[src/rtl/scariv_missu_pkg.sv]
// scariv L1D miss unit: shared types and sizing.
// Entry lifecycle enum, per-entry storage and line helpers.
package scariv_missu_pkg;

  localparam int ENTRY_SIZE = 2;
  localparam int PADDR_W    = 56;
  localparam int LINE_W     = 128;

  function automatic int ofs_w(input int lw);
    return $clog2(lw / 8);
  endfunction

  localparam int OFS_W   = ofs_w(LINE_W);
  localparam int ID_W    = (ENTRY_SIZE > 1) ? $clog2(ENTRY_SIZE) : 1;
  localparam int LADDR_W = PADDR_W - OFS_W;

  typedef enum logic [1:0] {
    INVALID,
    ISSUE_WAIT,
    RESP_WAIT,
    REFILL
  } missu_state_t;

  typedef struct packed {
    missu_state_t        state;
    logic [LADDR_W-1:0]  line;
    logic [LINE_W-1:0]   data;
  } missu_entry_t;

  function automatic logic [LADDR_W-1:0] line_of(
    input logic [PADDR_W-1:0] pa
  );
    return pa[PADDR_W-1:OFS_W];
  endfunction

endpackage

[src/rtl/scariv_missu_rr_arb.sv]
// Round-robin arbiter with grant lock.
// A shown grant is held until acknowledged.
module scariv_missu_rr_arb #(
  parameter int N  = 2,
  parameter int IW = 1
) (
  input  logic          i_clk,
  input  logic          i_reset_n,
  input  logic [N-1:0]  i_req,
  input  logic          i_ack,
  output logic          o_valid,
  output logic [IW-1:0] o_id
);

  logic [IW-1:0] r_ptr;
  logic [IW-1:0] r_lock_id;
  logic          r_lock;
  logic [IW-1:0] w_pick;
  logic          w_found;

  function automatic logic [IW-1:0] rr_idx(
    input logic [IW-1:0] ptr,
    input int            k
  );
    int s;
    s = int'(ptr) + k;
    if (s >= N) s = s - N;
    return IW'(s);
  endfunction

  always_comb begin
    w_pick  = '0;
    w_found = 1'b0;
    for (int k = 0; k < N; k++) begin
      if (!w_found && i_req[rr_idx(r_ptr, k)]) begin
        w_found = 1'b1;
        w_pick  = rr_idx(r_ptr, k);
      end
    end
  end

  assign o_valid = |i_req;
  assign o_id    = r_lock ? r_lock_id : w_pick;

  always_ff @(posedge i_clk or negedge i_reset_n) begin
    if (!i_reset_n) begin
      r_ptr     <= '0;
      r_lock    <= 1'b0;
      r_lock_id <= '0;
    end else if (o_valid && i_ack) begin
      r_lock <= 1'b0;
      r_ptr  <= rr_idx(o_id, 1);
    end else if (o_valid) begin
      r_lock    <= 1'b1;
      r_lock_id <= o_id;
    end
  end

endmodule

[src/rtl/scariv_missu_ctrl.sv]
// scariv L1D miss unit controller: allocate/merge misses,
// issue L2 line reads, refill DCache and wake the LSU.
module scariv_missu_ctrl
  import scariv_missu_pkg::*;
(
  input  logic                  i_clk,
  input  logic                  i_reset_n,
  input  logic                  i_miss_valid,
  input  logic [PADDR_W-1:0]    i_miss_paddr,
  output logic                  o_miss_ready,
  output logic [ID_W-1:0]       o_miss_id,
  output logic                  o_l2_req_valid,
  output logic [PADDR_W-1:0]    o_l2_req_paddr,
  output logic [ID_W-1:0]       o_l2_req_tag,
  input  logic                  i_l2_req_ready,
  input  logic                  i_l2_resp_valid,
  input  logic [ID_W-1:0]       i_l2_resp_tag,
  input  logic [LINE_W-1:0]     i_l2_resp_data,
  output logic                  o_refill_valid,
  output logic [PADDR_W-1:0]    o_refill_paddr,
  output logic [LINE_W-1:0]     o_refill_data,
  input  logic                  i_refill_ready,
  output logic                  o_wakeup_valid,
  output logic [ID_W-1:0]       o_wakeup_id,
  output logic [ENTRY_SIZE-1:0] o_busy_vec
);

  missu_entry_t          r_entry [ENTRY_SIZE];
  logic [ENTRY_SIZE-1:0] r_stale_ok;
  logic                  r_wakeup_valid;
  logic [ID_W-1:0]       r_wakeup_id;

  logic [ENTRY_SIZE-1:0] w_issue_req;
  logic [ENTRY_SIZE-1:0] w_refill_req;
  logic                  w_hit_any;
  logic                  w_free_any;
  logic [ID_W-1:0]       w_hit_id;
  logic [ID_W-1:0]       w_free_id;
  logic                  w_l2_valid;
  logic [ID_W-1:0]       w_l2_id;
  logic                  w_rf_valid;
  logic [ID_W-1:0]       w_rf_id;
  logic                  w_l2_hs;
  logic                  w_rf_hs;
  logic                  w_hit_blocked;
  logic                  w_alloc;
  logic                  w_resp_bad;
  logic                  w_unused;

  assign w_unused = ^i_miss_paddr[OFS_W-1:0];

  always_comb begin
    w_issue_req  = '0;
    w_refill_req = '0;
    o_busy_vec   = '0;
    w_hit_any    = 1'b0;
    w_hit_id     = '0;
    w_free_any   = 1'b0;
    w_free_id    = '0;
    for (int i = 0; i < ENTRY_SIZE; i++) begin
      w_issue_req[i]  = r_entry[i].state == ISSUE_WAIT;
      w_refill_req[i] = r_entry[i].state == REFILL;
      o_busy_vec[i]   = r_entry[i].state != INVALID;
      if (o_busy_vec[i] &&
          r_entry[i].line == line_of(i_miss_paddr)) begin
        w_hit_any = 1'b1;
        w_hit_id  = ID_W'(i);
      end
    end
    for (int i = ENTRY_SIZE - 1; i >= 0; i--) begin
      if (r_entry[i].state == INVALID) begin
        w_free_any = 1'b1;
        w_free_id  = ID_W'(i);
      end
    end
  end

  scariv_missu_rr_arb #(.N(ENTRY_SIZE), .IW(ID_W)) u_l2_arb (
    .i_clk     (i_clk),
    .i_reset_n (i_reset_n),
    .i_req     (w_issue_req),
    .i_ack     (i_l2_req_ready),
    .o_valid   (w_l2_valid),
    .o_id      (w_l2_id)
  );

  // Refill requests come only from registered entry state.
  scariv_missu_rr_arb #(.N(ENTRY_SIZE), .IW(ID_W)) u_rf_arb (
    .i_clk     (i_clk),
    .i_reset_n (i_reset_n),
    .i_req     (w_refill_req),
    .i_ack     (i_refill_ready),
    .o_valid   (w_rf_valid),
    .o_id      (w_rf_id)
  );

  assign w_l2_hs       = w_l2_valid & i_l2_req_ready;
  assign w_rf_hs       = w_rf_valid & i_refill_ready;
  assign w_hit_blocked = w_rf_hs & (w_rf_id == w_hit_id);
  assign w_alloc       = i_miss_valid & ~w_hit_any & w_free_any;

  assign o_miss_ready = i_miss_valid &
                        (w_hit_any ? ~w_hit_blocked : w_free_any);
  assign o_miss_id    = !o_miss_ready ? '0 :
                        w_hit_any ? w_hit_id : w_free_id;

  assign o_l2_req_valid = w_l2_valid;
  assign o_l2_req_tag   = w_l2_valid ? w_l2_id : '0;
  assign o_l2_req_paddr = !w_l2_valid ? '0 :
                          {r_entry[w_l2_id].line, {OFS_W{1'b0}}};

  assign o_refill_valid = w_rf_valid;
  assign o_refill_paddr = !w_rf_valid ? '0 :
                          {r_entry[w_rf_id].line, {OFS_W{1'b0}}};
  assign o_refill_data  = w_rf_valid ? r_entry[w_rf_id].data : '0;

  assign o_wakeup_valid = r_wakeup_valid;
  assign o_wakeup_id    = r_wakeup_id;

  always_ff @(posedge i_clk or negedge i_reset_n) begin
    if (!i_reset_n) begin
      for (int i = 0; i < ENTRY_SIZE; i++) r_entry[i] <= '0;
      r_stale_ok <= '1;
    end else begin
      for (int i = 0; i < ENTRY_SIZE; i++) begin
        if (w_alloc && w_free_id == ID_W'(i)) begin
          r_entry[i].state <= ISSUE_WAIT;
          r_entry[i].line  <= line_of(i_miss_paddr);
          r_stale_ok[i]    <= 1'b0;
        end
        if (w_l2_hs && w_l2_id == ID_W'(i))
          r_entry[i].state <= RESP_WAIT;
        if (i_l2_resp_valid && i_l2_resp_tag == ID_W'(i) &&
            r_entry[i].state == RESP_WAIT) begin
          r_entry[i].state <= REFILL;
          r_entry[i].data  <= i_l2_resp_data;
        end
        if (w_rf_hs && w_rf_id == ID_W'(i))
          r_entry[i].state <= INVALID;
      end
    end
  end

  always_ff @(posedge i_clk or negedge i_reset_n) begin
    if (!i_reset_n) begin
      r_wakeup_valid <= 1'b0;
      r_wakeup_id    <= '0;
    end else begin
      r_wakeup_valid <= w_rf_hs;
      if (w_rf_hs) r_wakeup_id <= w_rf_id;
    end
  end

  // Stale responses to entries untouched since reset are tolerated.
  assign w_resp_bad = i_l2_resp_valid &&
    r_entry[i_l2_resp_tag].state != RESP_WAIT &&
    !(r_entry[i_l2_resp_tag].state == INVALID &&
      r_stale_ok[i_l2_resp_tag]);

  a_resp_legal: assert property (
    @(posedge i_clk) disable iff (!i_reset_n) !w_resp_bad
  );

endmodule

[config.mk]
export PLATFORM = sky130hd
export DESIGN_NAME = scariv_missu_ctrl
export DESIGN_NICKNAME = d
export VERILOG_FILES = /design/src/rtl/scariv_missu_pkg.sv /design/src/rtl/scariv_missu_rr_arb.sv /design/src/rtl/scariv_missu_ctrl.sv
export SDC_FILE = /design/constraint.sdc
export NUM_CORES = 1
export LEC_CHECK = 0
export CAP_MARGIN = 10
export CORE_AREA = 3 3 196 198
export CTS_CLUSTER_SIZE = 40
export DETAILED_ROUTE_END_ITERATION = 10
export DIE_AREA = 0 0 199 201
export GPL_TIMING_DRIVEN = 0
export PLACE_DENSITY_LB_ADDON = 0.08
export SYNTH_ARGS = -nofsm -noshare
export SYNTH_HDL_FRONTEND = slang
export SYNTH_SLANG_ARGS = --single-unit
export TNS_END_PERCENT = 20
[constraint.sdc]
create_clock -name i_clk -period 3.24 [get_ports i_clk]
set_input_delay 0.648 -clock i_clk [delete_from_list [all_inputs] [get_ports i_clk]]
set_output_delay 0.648 -clock i_clk [all_outputs]
set_load 0.02 [all_outputs]
After elaboration in Yosys (flattened, before gate mapping)
Cells that the tools add are included.
{"block": "word_totals", "reg_bits": 372, "elab_cells": 144}
{"block": "op_classes", "muxes": 53, "reduce_logical": 30, "bitwise_logic": 16, "add_sub_neg": 10, "n_eq_ne": 9, "order_cmp": 12}
{"cell": "180-bit 2-to-1 mux", "n": 6}
{"cell": "128-bit 2-to-1 mux", "n": 1}
{"cell": "56-bit 2-to-1 mux", "n": 2}
{"cell": "54-bit 2-to-1 mux", "n": 2}
{"cell": "52-bit equality test", "n": 2}
{"cell": "1-bit 2-to-1 mux", "n": 36}
{"cell": "1-bit logical AND", "n": 16}
{"cell": "2-bit greater-or-equal comparator (second input constant)", "n": 6}
{"cell": "2-bit 2-to-1 mux", "n": 6}
{"cell": "1-bit by 1-bit adder with 2-bit output (second input constant)", "n": 4}
{"cell": "2-bit equality test (second input constant)", "n": 4}
{"cell": "1-bit by 2-bit < comparator with 1-bit output (second input constant)", "n": 4}
{"cell": "1-bit NOT", "n": 8}
{"cell": "2-bit nonzero test", "n": 4}
{"cell": "4-bit nonzero test", "n": 2}
{"cell": "1-bit bitwise AND", "n": 6}
{"cell": "1-bit subtractor (second input constant)", "n": 6}
{"cell": "2-bit by 1-bit equality test with 1-bit output (second input constant)", "n": 2}
{"cell": "1-bit by 2-bit greater-or-equal comparator with 1-bit output (second input constant)", "n": 2}
{"cell": "2-bit logical NOT", "n": 2}
{"cell": "1-bit NOT with 2-bit output", "n": 2}
{"cell": "2-bit AND reduction", "n": 2}
{"cell": "2-bit OR reduction", "n": 2}
{"cell": "1-bit logical NOT", "n": 2}
{"cell": "1-bit equality test", "n": 1}

Logic depth before layout (Yosys ltp)
{"block": "depth", "depth_word": 15, "depth_mapped": 8, "ltp_nobuf": 7}

Cells and area by module
A second synthesis with hierarchy kept.
{"block": "hier_totals", "cells_unflattened": 1568, "hier_area_um2": 19557.5}
{"mod": "scariv_missu_ctrl", "instances": 1, "area_per_inst_um2": 19252.2, "cells_each": 1530}
{"mod": "scariv_missu_rr_arb", "instances": 2, "area_per_inst_um2": 152.6, "cells_each": 19}

Worst setup path before layout
Ideal clock, no wire load.
{"block": "synth_path", "kind": "in2out", "start": "in i_miss_paddr[46]", "end": "out o_miss_ready", "arrival_time_ps": 2601, "path_slack_ps": -9, "stages": 6, "cell_sequence": "xnor2_1 nand3_1 or4_1 or4_4 or2_2 a31oi_1"}
{"block": "synth_via", "elab_chain_cells": 8}
{"item": "start: declaration", "line": "scariv_missu_ctrl.sv:9", "rtl": "input logic [PADDR_W-1:0] i_miss_paddr,"}
{"item": "52-bit equality test", "line": "scariv_missu_ctrl.sv:65", "rtl": "r_entry[i].line == line_of(i_miss_paddr)) begin"}
{"item": "1-bit logical AND", "line": "scariv_missu_ctrl.sv:64", "rtl": "if (o_busy_vec[i] &&"}
{"item": "1-bit 2-to-1 mux", "line": "scariv_missu_ctrl.sv:64"}
{"item": "1-bit equality test", "line": "scariv_missu_ctrl.sv:99", "rtl": "assign w_hit_blocked = w_rf_hs & (w_rf_id == w_hit_id);"}
{"item": "1-bit bitwise AND", "line": "scariv_missu_ctrl.sv:99"}
{"item": "1-bit NOT", "line": "scariv_missu_ctrl.sv:103", "rtl": "(w_hit_any ? ~w_hit_blocked : w_free_any);"}
{"item": "1-bit 2-to-1 mux *", "line": "scariv_missu_ctrl.sv:103"}
{"item": "1-bit bitwise AND *", "line": "scariv_missu_ctrl.sv:102", "rtl": "assign o_miss_ready = i_miss_valid &"}
{"item": "end: declaration", "line": "scariv_missu_ctrl.sv:10", "rtl": "output logic o_miss_ready,"}
Mark *: on every way between the ends. The rest lies on a longest branch, timed or not.

Final worst setup path
{"block": "layout_path", "start": "reg r_entry[134] (netlist name)", "end": "out o_miss_ready"}
{"block": "layout_via", "elab_chain_cells": 8}
{"item": "start: declaration", "line": "scariv_missu_ctrl.sv:28", "rtl": "missu_entry_t r_entry [ENTRY_SIZE];"}
{"item": "52-bit equality test *", "line": "scariv_missu_ctrl.sv:65"}
{"item": "1-bit logical AND *", "line": "scariv_missu_ctrl.sv:64"}
{"item": "1-bit 2-to-1 mux", "line": "scariv_missu_ctrl.sv:64"}
{"item": "1-bit equality test", "line": "scariv_missu_ctrl.sv:99"}
{"item": "1-bit bitwise AND", "line": "scariv_missu_ctrl.sv:99"}
{"item": "1-bit NOT", "line": "scariv_missu_ctrl.sv:103"}
{"item": "1-bit 2-to-1 mux *", "line": "scariv_missu_ctrl.sv:103"}
{"item": "1-bit bitwise AND *", "line": "scariv_missu_ctrl.sv:102"}
Marked as above.

==> results.sh <==
export IMPL_clockBufferDepth=3
export IMPL_dp_hpwl_um=44100
export IMPL_critical_path_startpoint="r_entry[134]$_DFFE_PN0P_"
export IMPL_synth_yosys_seq_area_share=0.507
export IMPL_syn_instance_count=2030
export IMPL_max_cap_violations=0
export IMPL_synth_area_top_cells="sky130_fd_sc_hd__dfrtp_1 (51%), sky130_fd_sc_hd__nand2_1 (18%), sky130_fd_sc_hd__mux2_2 (14%), sky130_fd_sc_hd__a21oi_1 (6.4%), sky130_fd_sc_hd__xnor2_1 (2.6%)"
export IMPL_ios=440
export IMPL_drc=0
export IMPL_maxClockFrequency_ghz=0.285
export IMPL_areaGrowthSynthToFinish_pct=34.6
export IMPL_global_route_wire_length_before_repair_um=93900
export IMPL_count_of_flip_flops_with_a_built_in_enable_after_synthesis=0
export IMPL_cts_inserted_buffers=41
export IMPL_initial_standard_cell_utilization_of_the_core=0.500
export IMPL_clockRootBuffer="sky130_fd_sc_hd__clkbuf_16"
export IMPL_tightestPinTransition_ns=0.806
export IMPL_combPwrFrac=0.538
export IMPL_power_density_cell_area_nw_per_um2=1200
export IMPL_routed_wl_met3_um=5610
export IMPL_post_synth_cell_types=43
export IMPL_grt_max_degree=115
export IMPL_via_count_of_the_first_global_routing_pass=16500
export IMPL_maxUsedRoutingLayer="met5"
export IMPL_timing_final_ws_setup_ns=-0.273
export IMPL_antenna_violations_before_repair=14
export IMPL_synth_largest_type_area_fraction=0.507
export IMPL_maxSlewViolCount=0
export IMPL_syn_area_um2=18400
export IMPL_clkTransAtPathRegs_ns=0.06
export IMPL_share_of_layout_cells_above_drive_strength_1=0.250
export IMPL_synth_warnings=0
export IMPL_synth_async_reset_ratio=1.00
export IMPL_outcome="finished with violations"
export IMPL_layout_nets=2722
export IMPL_critical_path_startpoint_type="flip-flop"
export IMPL_clock_latency_ns=0.54
export IMPL_wl_um=62000
export IMPL_tritoncts="built"
export IMPL_slew_limit_headroom=0.463
export IMPL_setup_worst_path_class="reg -> out"
export IMPL_vdd_drop_max_mv=0.527
export IMPL_final_util=0.674
export IMPL_dr_first_iter_drc_count=1312
export IMPL_reg2reg_depth=5
export IMPL_route_layer_met1_wl_um=25200
export IMPL_worst_ep_arrival_time_ns=2.87
export IMPL_worstPathRequired_ns=2.59
export IMPL_critPathCapture="o_miss_ready"
export IMPL_cell_internal_pwr_w=0.0162
export IMPL_post_cts_hold_buffer_count=0
export IMPL_rsz_0062_raised_after_global_routing="true"
export IMPL_routedWlPerCell_um=20.4
export IMPL_gp_congestion=0.904
export IMPL_final_period_utilization=1.08
export IMPL_total_power_w=0.0297
export IMPL_final_cell_count_no_fill=3041
export IMPL_floorplan_die_width_um=199
export IMPL_antenna_violating_nets_post_route=0
export IMPL_synth_top_area_cell="sky130_fd_sc_hd__dfrtp_1"
export IMPL_route_vias_total=16800
export IMPL_htree_levels=2
export IMPL_core_um2=36700
export IMPL_hold_path_class="in -> async"
export IMPL_worst_setup_path_end_kind="primary output"
export IMPL_crit_reg2reg_capture="r_entry[240]$_DFFE_PN0P_"
export IMPL_timing_final_hold_violations=0
export IMPL_power_leakage_nw=11.7
export IMPL_failed_checks="setup timing"
export IMPL_worst_path_fanout_max=4
export IMPL_instance_count_after_placement_with_tap_cells_included=2935
export IMPL_postSynth_topFlopCell="sky130_fd_sc_hd__dfrtp_1"
export IMPL_cts_sink_count=372
export IMPL_floorplan_die_area_um2=40000
export IMPL_number_of_optimization_iterations_in_the_first_detailed_route_pass=5
export IMPL_finalSetupViolations=3
export IMPL_routed_via_density=5.51
export IMPL_layout_min_cycle_time_ns=3.51
export IMPL_power_share_clock=0.170
export IMPL_place_port_buffers=427
export IMPL_overflow=0
export IMPL_seq_power_share=0.292
export IMPL_syn_mean_instance_area_um2=9.05
export IMPL_switching_power_w=0.0136
export IMPL_r2r_setup_slack_ns=0.21
export IMPL_placement_rows=70
export IMPL_crit_reg2reg_launch="r_entry[363]$_DFFE_PN0P_"
export IMPL_skew_ns=0.0167
export IMPL_die_height_um=201
export IMPL_global_route_usage_total=0.299
export IMPL_netlist_top_cells_count="sky130_fd_sc_hd__nand2_1 (857), sky130_fd_sc_hd__dfrtp_1 (372), sky130_fd_sc_hd__a21oi_1 (235), sky130_fd_sc_hd__mux2_2 (228), sky130_fd_sc_hd__clkbuf_1 (119)"
export IMPL_p_sw_frac=0.456
export IMPL_most_common_cell_in_the_synthesized_netlist="sky130_fd_sc_hd__nand2_1"
export IMPL_met2_wl_post_dr_um=28700
export IMPL_ys_seq_elements=372
## metal layers
| metal | vias to the layer above | global-route usage |
|---|---|---|
| met5 | - | 0 |
| met4 | 10 | 0.111 |
| met2 | 698 | 0.469 |
| met3 | 156 | 0.0791 |
| li1 | 7636 | - |
| met1 | 8258 | 0.401 |
## logic make-up (layout without fill, tap and decap cells)
logic type / after synthesis / in the layout / share of synthesized area
flip-flops: 372 / 372 / 0.507
other: 1 / 18 / 0.000204
buffers and inverters: 150 / 676 / 0.0343
AND/OR/NAND/NOR: 920 / 920 / 0.195
XOR/XNOR: 96 / 96 / 0.0458
AO/OA/AOI/OAI: 258 / 258 / 0.0748
multiplexers: 233 / 233 / 0.143
## worst min-delay path by stage
stage,startpoint,end,slack (ns),cells past startpoint
after floorplan,i_reset_n,o_wakeup_id$_DFFE_PN0P_,0.35,0
after detailed placement,r_entry[5]$_DFFE_PN0P_,r_entry[5]$_DFFE_PN0P_,0.46,2
after global placement,r_entry[92]$_DFFE_PN0P_,r_entry[92]$_DFFE_PN0P_,0.46,2
final,i_reset_n,r_entry[166]$_DFFE_PN0P_,0.08,1
after global routing,i_reset_n,r_entry[166]$_DFFE_PN0P_,0.11,1
after CTS,i_reset_n,r_entry[143]$_DFFE_PN0P_,0.1,1
## power groups by stage
| stage | Combinational [W] | Clock, W | Sequential (W) |
|---|---|---|---|
| 2_1_floorplan | 0.00958 | 0 | 0.00822 |
| 3_3_place_gp | 0.0161 | 0 | 0.00855 |
| 3_5_place_dp | 0.0164 | 0 | 0.00864 |
| 4_1_cts | 0.0159 | 0.00513 | 0.00862 |
| 5_1_grt | 0.0172 | 0.00532 | 0.00895 |
| 6_report | 0.0160 | 0.00507 | 0.00868 |
## cell type report
class                      count  area (um2)
antenna                       10        25.0
multi-input combinational   1515        8760
tap                          468         586
inverter                      13        48.8
sequential                   372        9310
fill                        3018       12000
clock buffer                  60        1280
clock inverter                15         206
buffer                       135         825
timing repair buffer         453        3680
## repair_timing
item,CTS,global route
endpoints found under the hold margin,0,0
setup buffers,15,8
gates resized for setup,478,412
pin swaps,16,17
setup endpoints to repair,429,225
## registers in the layout, summed over array words and instances, names as in the netlist
| register | count |
|---|---|
| o_wakeup_id | 1 |
| o_wakeup_valid | 1 |
| r_entry | 364 |
| u_l2_arb.r_lock | 1 |
| u_l2_arb.r_lock_id | 1 |
| u_l2_arb.r_ptr | 1 |
| u_rf_arb.r_lock | 1 |
| u_rf_arb.r_lock_id | 1 |
| u_rf_arb.r_ptr | 1 |
## per-stage QoR
step	setup WS [ns]	TNS, ns	hold slack (ns)	area, um2
2_1_floorplan	0.0258	0	0.352	18400
3_3_place_gp	-14.99	-5843.75	0.457	23300
3_5_place_dp	-1.58	-265.70	0.462	23300
4_1_cts	-0.283	-0.725	0.0976	25100
5_1_grt	-0.313	-1.96	0.114	24700
6_report	-0.273	-0.552	0.0756	24700
## layout by cell type, fill, tap and decap left out, types with 41 or more instances in the layout
cell type                         count
sky130_fd_sc_hd__mux2_2             228
sky130_fd_sc_hd__dfrtp_1            368
sky130_fd_sc_hd__clkbuf_16           43
sky130_fd_sc_hd__clkbuf_2           166
sky130_fd_sc_hd__dlygate4sd2_1       56
sky130_fd_sc_hd__a21oi_1            220
sky130_fd_sc_hd__nand2_1            857
sky130_fd_sc_hd__buf_4               41
sky130_fd_sc_hd__clkdlybuf4s50_1    152
sky130_fd_sc_hd__xnor2_1             44
sky130_fd_sc_hd__clkbuf_4            42
sky130_fd_sc_hd__clkbuf_1            54
## critical path, stage by stage (launching register included)
cell and delay (ns):
sky130_fd_sc_hd__dfrtp_1 0.41, sky130_fd_sc_hd__xor2_1 0.21, sky130_fd_sc_hd__nor4_1 0.32, sky130_fd_sc_hd__nand4_1 0.22, sky130_fd_sc_hd__or4_4 0.56, sky130_fd_sc_hd__or2_4 0.28, sky130_fd_sc_hd__a31oi_4 0.18, sky130_fd_sc_hd__buf_6 0.15
Power figures use the tool's default switching activity.
